## src/rtl/lab5_pkg.sv

```systemverilog
// Shared types and constants for the lab 5 button conditioning stage.
package lab5_pkg;

  typedef enum logic [1:0] {
    ST_IDLE    = 2'd0,
    ST_ARM     = 2'd1,
    ST_HELD    = 2'd2,
    ST_RELEASE = 2'd3
  } state_t;

  localparam int PRESS_CNT_W = 8;

endpackage

```

## src/rtl/debounce_channel.sv

```systemverilog
// One button channel: 2-flop synchronizer, press/release debounce FSM and a
// registered single-cycle pulse on the first cycle of an accepted press.
module debounce_channel
  import lab5_pkg::*;
#(
  parameter int DEBOUNCE_CYCLES = 16
) (
  input  logic Clk,
  input  logic reset_n,
  input  logic btn_raw,
  output logic pulse
);

  localparam int CNT_W = $clog2(DEBOUNCE_CYCLES);
  localparam logic [CNT_W-1:0] CNT_MAX = CNT_W'(DEBOUNCE_CYCLES - 1);

  if (DEBOUNCE_CYCLES < 2) begin : g_bad_debounce
    $error("debounce_channel: DEBOUNCE_CYCLES must be at least 2");
  end

  logic             sync_1_reg;
  logic             sync_2_reg;
  state_t           state_reg;
  state_t           state_next;
  logic [CNT_W-1:0] cnt_reg;
  logic [CNT_W-1:0] cnt_next;
  logic             pulse_reg;
  logic             pulse_next;

  always_ff @(posedge Clk or negedge reset_n) begin
    if (!reset_n) begin
      sync_1_reg <= 1'b0;
      sync_2_reg <= 1'b0;
      state_reg  <= ST_IDLE;
      cnt_reg    <= '0;
      pulse_reg  <= 1'b0;
    end else begin
      sync_1_reg <= btn_raw;
      sync_2_reg <= sync_1_reg;
      state_reg  <= state_next;
      cnt_reg    <= cnt_next;
      pulse_reg  <= pulse_next;
    end
  end

  always_comb begin
    state_next = state_reg;
    cnt_next   = cnt_reg;
    pulse_next = 1'b0;
    case (state_reg)
      ST_IDLE: begin
        if (sync_2_reg) begin
          state_next = ST_ARM;
          cnt_next   = '0;
        end
      end
      ST_ARM: begin
        if (!sync_2_reg) begin
          state_next = ST_IDLE;
        end else if (cnt_reg == CNT_MAX) begin
          state_next = ST_HELD;
          pulse_next = 1'b1;
        end else begin
          cnt_next = cnt_reg + 1'b1;
        end
      end
      ST_HELD: begin
        if (!sync_2_reg) begin
          state_next = ST_RELEASE;
          cnt_next   = '0;
        end
      end
      ST_RELEASE: begin
        // Release bounce falls back to HELD silently, so one press gives one pulse.
        if (sync_2_reg) begin
          state_next = ST_HELD;
        end else if (cnt_reg == CNT_MAX) begin
          state_next = ST_IDLE;
        end else begin
          cnt_next = cnt_reg + 1'b1;
        end
      end
      default: state_next = ST_IDLE;
    endcase
  end

  assign pulse = pulse_reg;

endmodule

```

## src/rtl/button_pulse_conditioner.sv

```systemverilog
// Two debounced button channels driving the downstream FF's ce and reset,
// with reset-wins collision gating and an 8-bit accepted-press counter.
module button_pulse_conditioner
  import lab5_pkg::*;
#(
  parameter int DEBOUNCE_CYCLES = 16
) (
  input  logic                   Clk,
  input  logic                   reset_n,
  input  logic                   btn_ce_raw,
  input  logic                   btn_rst_raw,
  output logic                   ce_pulse,
  output logic                   srst_pulse,
  output logic [PRESS_CNT_W-1:0] press_count
);

  // Channel 0 is the enable button, channel 1 the reset button.
  logic [1:0] btn_raw;
  logic [1:0] chan_pulse;

  assign btn_raw = {btn_rst_raw, btn_ce_raw};

  for (genvar gi = 0; gi < 2; gi++) begin : g_chan
    debounce_channel #(
      .DEBOUNCE_CYCLES(DEBOUNCE_CYCLES)
    ) u_chan (
      .Clk     (Clk),
      .reset_n (reset_n),
      .btn_raw (btn_raw[gi]),
      .pulse   (chan_pulse[gi])
    );
  end

  assign srst_pulse = chan_pulse[1];
  assign ce_pulse   = chan_pulse[0] & ~chan_pulse[1];

  logic [PRESS_CNT_W-1:0] press_count_reg;

  always_ff @(posedge Clk or negedge reset_n) begin
    if (!reset_n) begin
      press_count_reg <= '0;
    end else if (srst_pulse) begin
      press_count_reg <= '0;
    end else if (ce_pulse) begin
      press_count_reg <= press_count_reg + 1'b1;
    end
  end

  assign press_count = press_count_reg;

endmodule
```

## config.mk

```make
export PLATFORM = sky130hd
export DESIGN_NAME = button_pulse_conditioner
export DESIGN_NICKNAME = d
export VERILOG_FILES = /design/src/rtl/lab5_pkg.sv /design/src/rtl/debounce_channel.sv /design/src/rtl/button_pulse_conditioner.sv
export SDC_FILE = /design/constraint.sdc
export NUM_CORES = 1
export LEC_CHECK = 0
export ABC_AREA = 1
export BUFFER_PORTS_ARGS = -buffer_cell sky130_fd_sc_hd__buf_2
export CELL_PAD_IN_SITES_DETAIL_PLACEMENT = 1
export CELL_PAD_IN_SITES_GLOBAL_PLACEMENT = 1
export CORE_MARGIN = 1
export CORE_UTILIZATION = 45
export CTS_CLUSTER_DIAMETER = 100
export CTS_CLUSTER_SIZE = 10
export DETAILED_ROUTE_END_ITERATION = 16
export MAX_ROUTING_LAYER = met4
export PLACE_DENSITY = 0.83
export SLEW_MARGIN = 10
export SYNTH_ARGS = -nofsm -noshare
export SYNTH_HDL_FRONTEND = slang
export SYNTH_SLANG_ARGS = --single-unit
```

## constraint.sdc

```tcl
create_clock -name Clk -period 1.8 [get_ports Clk]
set_input_delay 0.18 -clock Clk [delete_from_list [all_inputs] [get_ports Clk]]
set_output_delay 0.18 -clock Clk [all_outputs]
set_load 0.02 [all_outputs]
```

* Word-level counts from Yosys, hierarchy flattened
Index checks and enable logic that the tools add are counted.
** Word-level totals
- Word-level logic and storage cells :: 77
- Flip-flop bits (word level) :: 26
- Output and inout bits :: 10
- Input port bits :: 4
** Cells by class
- Equality and inequality tests :: 20
- Muxes and demuxes :: 34
- Bitwise operators :: 2
- Add/subtract/negate cells :: 3
- Reduce and logical (&&, ||, !) cells :: 7
** Operators with widths (number)
- 2-to-1 mux 4 bit :: 10
- one-hot mux 4 bit (4 select lines) :: 2
- 2-to-1 mux 2 bit :: 12
- 2-to-1 mux 8 bit :: 2
- one-hot mux 2 bit (4 select lines) :: 2
- AND reduction 4 bit :: 4
- adder 4 x 1 -> 4 bit, second input constant :: 2
- adder 8 x 1 -> 8 bit, second input constant :: 1
- == test 2 bit, second input constant :: 4
- == test 4 bit, second input constant :: 2
- inequality test 2 x 1 -> 1 bit, second input constant :: 4
- inequality test 2 bit, second input constant :: 4
- 2-to-1 mux 1 bit :: 6
- inequality test 3 x 1 -> 1 bit, second input constant :: 2
- inequality test 3 bit, second input constant :: 2
- == test 2 x 1 -> 1 bit, second input constant :: 2
- logical NOT 2 bit :: 2
- nonzero test 2 bit :: 1
- bitwise AND 1 bit :: 1
- inverter 1 bit :: 1

* Depth between registers and ports, before layout
- Word-level depth :: 4
- Mapped depth :: 6
- Gate-level depth less buffers :: 6

* Cells and area by module
A second synthesis with hierarchy kept.
** Second synthesis, totals
- Cells, all modules :: 125
- Area, all modules :: 1141.1 um2
** Modules (own cells, without submodules)
- debounce_channel :: times used 2, cells an instance 38, area each 372.9 um2, sequential area each 225.2 um2
- button_pulse_conditioner :: times used 1, cells an instance 49, area each 395.4 um2, sequential area each 200.2 um2

* Worst setup path before layout
No wires, ideal clock.
- Kind :: register to register
- From :: register press_count_reg[0] (netlist: press_count[0])
- To :: register press_count_reg[6] (netlist: press_count[6])
- Path buffers :: 0
- Stages on the path, launching flop included :: 7
- Slack :: 0.594 ns
- Arrival time :: 1.086 ns
- Library setup time :: 0.120 ns
- Period minus slack after synthesis :: 1.206 ns
- Required time :: 1.680 ns
- Path through :: dfrtp_1 -> ha_1 -> nand3_2 -> nor2_1 -> nand2_1 -> nand2_1 -> a21oi_1
** On the way
- Word-level cells in the longest chain between the ends :: 3
** RTL lines
- from (decl) :: RTL line button_pulse_conditioner.sv:37 : logic [PRESS_CNT_W-1:0] press_count_reg;
- from (signal assigned) :: RTL line button_pulse_conditioner.sv:45 : press_count_reg <= press_count_reg + 1'b1;
- adder 8 x 1 -> 8 bit :: RTL line button_pulse_conditioner.sv:45
- 2-to-1 mux 8 bit :: RTL line button_pulse_conditioner.sv:44 : end else if (ce_pulse) begin
- 2-to-1 mux 8 bit :: RTL line button_pulse_conditioner.sv:42 : end else if (srst_pulse) begin
Every way passes these cells. The select of a mux whose other input is x is not followed.
A chain may end at the register's enable or synchronous reset.

* Worst setup path in the final report
- From :: register g_chan[1].u_chan.pulse_reg
- To :: output ce_pulse
** On the way
- Word-level cells in the longest chain between the ends :: 2
** RTL lines
- from (decl) :: RTL line debounce_channel.sv:27 : logic pulse_reg;
- from (signal assigned) :: RTL line debounce_channel.sv:42 : pulse_reg <= pulse_next;
- inverter 1 bit :: RTL line button_pulse_conditioner.sv:35 : assign ce_pulse = chan_pulse[0] & ~chan_pulse[1];
- bitwise AND 1 bit :: RTL line button_pulse_conditioner.sv:35
- to (decl) :: RTL line button_pulse_conditioner.sv:12 : output logic ce_pulse,
Every way passes these cells.

==> results.py <==
metrics = {
    "logic_synthesis": {
        "netlist_area_mm2": 0.00115,
        "syn_nets": 137,
        "ys_seq_elements": 26,
        "syn_inst": 130,
        "ys_types": 16,
        "synth.avg_cell_area_um2": 8.85,
        "yosys_warnings": 0,
        "yosysSeqAreaShare_pct": 56.5,
    },
    "worst_setup_path": {
        "rr_worst_depth": 5,
        "end_kind": "output pin",
        "startpoint_type": "register",
        "timing.critical_path.cells": "inv_1, nand2_1, inv_1, buf_2",
        "cpMostUsedCell": "inv_1",
        "critPathMaxStageDelay_ns": 0.42,
        "critPathMaxFanout": 8,
        "crit_type": "register to output pin",
        "slowest_stage": "dfrtp_1",
        "required_ns": 1.62,
        "cp.arrival_ns": 1.27,
    },
    "timing": {
        "max_freq_mhz": 692,
        "setup_viol": 0,
        "tns_ns": 0,
        "finalHoldViolCount": 0,
        "fin_crit_sh_pct": 80.3,
        "max_slew_margin_pct": 61.8,
        "period_needed_ns": 1.45,
        "rsz0062_at_grt": "no",
        "fin_skew_ns": 0.00946,
        "finalMaxSlewViolations": 0,
        "worst_slew_pin_slew_ns": 0.573,
    },
    "grt": {
        "grt_antenna_before_repair": 0,
        "grt.total_usage_pct": 20.7,
        "overflow": 0,
        "grt_max_degree": 27,
        "grt_pass1_vias": 973,
        "grt_pass1_wl_mm": 3.96,
    },
    "finish": {
        "finalNetCount": 158,
        "area_growth_pct": 13.3,
        "regArea_um2": 651,
        "multi_input_area_um2": 444,
        "design_area_mm2": 0.00130,
        "drive_gt1_share_pct": 14.8,
        "fillers": 280,
        "utilization_pct": 56.2,
        "diodes": 0,
    },
    "clock_tree": {
        "clk_pin_slew_ns": 0.13,
        "clock_tree.buffer_depth": 2,
        "cts_resized": 0,
        "numCtsBuffers": 3,
        "cts_tree": "done",
        "cts_root_buf": "clkbuf_4",
        "clk_latency_ns": 0.32,
        "cts_max_level": 1,
        "cts.sinks": 26,
    },
    "detailed_routing": {
        "drt_iter0_drc": 8,
        "drtAntennaViolNets": 0,
        "dr.pass1.iters": 4,
        "wire_per_inst_um": 12.8,
        "drc": 0,
        "routed_wl_mm": 2.26,
        "vias": 926,
        "via_per_inst": 5.23,
    },
    "placement": {
        "hpwl_mm": 1.70,
        "post_dp_cell_area_mm2": 0.00125,
        "gp_congestion": 0.804,
        "io_buffers": 13,
    },
    "floorplanning": {
        "io_pins": 14,
        "fp.dieH_um": 52.6,
        "die_w_um": 52.6,
        "core_mm2": 0.00232,
        "fp-row-count": 17,
        "die_area_mm2": 0.00276,
        "initial_core_util_pct": 49.6,
    },
    "flow_run": {
        "maxCapViolCount": 0,
    },
    "power_and_ir_drop": {
        "cellLeakagePower_nw": 0.736,
        "total_power_uw": 931,
        "vdd_ir_drop_max_mv": 0.474,
        "powerDensity_mw_per_mm2": 714,
    },
    "hold_path": {
        "worst_hold_path_type": "register to register",
        "min_path_cells": 0,
    },
    "run_status": {
        "status": "complete, no violations",
    },
}
## worst max-delay path: cells and delay by family, from the launching register on
kind | cells | cell delay, ns
flops | 1 | 0.42
simple gates | 1 | 0.10
buf+inv | 3 | 0.43
## cells by family after synthesis
logic type | share of synthesized area (%)
buffers and inverters | 4.89
AO/OA/AOI/OAI | 5.43
AND/OR/NAND/NOR | 26.8
flip-flops | 56.5
XOR/XNOR | 3.04
adder cells (fa/ha/maj) | 3.26
## layer usage
layer,vias to the layer above,share of wire (%),wire [um],track usage (%)
met5,-,0,0,-
met4,0,1.5,34,8.77
met3,4,2.9,66,3.19
met2,19,53,1210,38.4
met1,453,42,956,21.3
li1,450,-,-,-
## path summary, 6_finish.rpt
kind / from / endpoint / slack, ns
max in group asynchronous: reset_n / g_chan[0].u_chan.sync_1_reg / 1.03
min in group asynchronous: reset_n / press_count[4] / 0.38
setup / recovery: g_chan[1].u_chan.pulse / ce_pulse / 0.35
setup reg to reg: g_chan[1].u_chan.cnt_reg[0] / g_chan[1].u_chan.cnt_reg[3] / 0.51
hold reg to reg: g_chan[1].u_chan.sync_1_reg / g_chan[1].u_chan.sync_2_reg / 0.36
hold / removal: g_chan[1].u_chan.sync_1_reg / g_chan[1].u_chan.sync_2_reg / 0.36
## stage by stage
stage	hold WS (ns)	worst slack, ns	std cells
finish	0.356	0.355	177
global route	0.377	0.229	177
CTS	0.364	0.336	177
detailed placement	0.210	0.506	171
global placement	0.203	0.588	171
floorplan	-0.116	0.594	130
## synth_stat cells
| cell type | instances | area share [%] |
|---|---|---|
| o21a_1 | 1 | 0.65 |
| ha_1 | 3 | 3.3 |
| nor2_4 | 1 | 0.98 |
| nand2_1 | 42 | 14 |
| nand3_1 | 7 | 3.0 |
| o21ai_0 | 7 | 3.0 |
| nor2_1 | 11 | 3.6 |
| inv_1 | 15 | 4.9 |
| xnor2_1 | 2 | 1.5 |
| nand4_1 | 4 | 2.2 |
| nand3_2 | 2 | 1.7 |
| dfrtp_1 | 26 | 57 |
| xor2_1 | 2 | 1.5 |
| a21oi_1 | 4 | 1.7 |
| nand2_2 | 1 | 0.54 |
| or2_2 | 2 | 1.1 |
## final cells by class
class | count | area share [%]
Multi-Input combinational cell | 89 | 34.1
Tap cell | 28 | 2.69
Clock buffer | 3 | 1.73
Sequential cell | 26 | 49.9
Timing Repair Buffer | 16 | 7.29
Inverter | 15 | 4.32
## cell usage in the layout, fill, tap and decap left out
cell type,n
a21oi_1,4
buf_2,13
clkbuf_4,3
dfrtp_1,26
dlygate4sd3_1,3
ha_1,3
inv_1,15
nand2_1,42
nand2_2,1
nand3_1,7
nand3_2,2
nand4_1,4
nor2_1,11
nor2_4,1
o21a_1,1
o21ai_0,7
or2_2,2
xnor2_1,2
xor2_1,2
## where the power goes
part           internal (mW)  switching (mW)
clock network         0.0784           0.160
logic                 0.0265          0.0366
registers              0.606          0.0227
total                  0.711           0.220
## repair_timing
action,4_1_cts,5_1_grt
endpoints found under the hold margin,28,0
setup buffers,0,0
hold buffers,3,0
No activity file was read; power rests on OpenSTA's default activity.
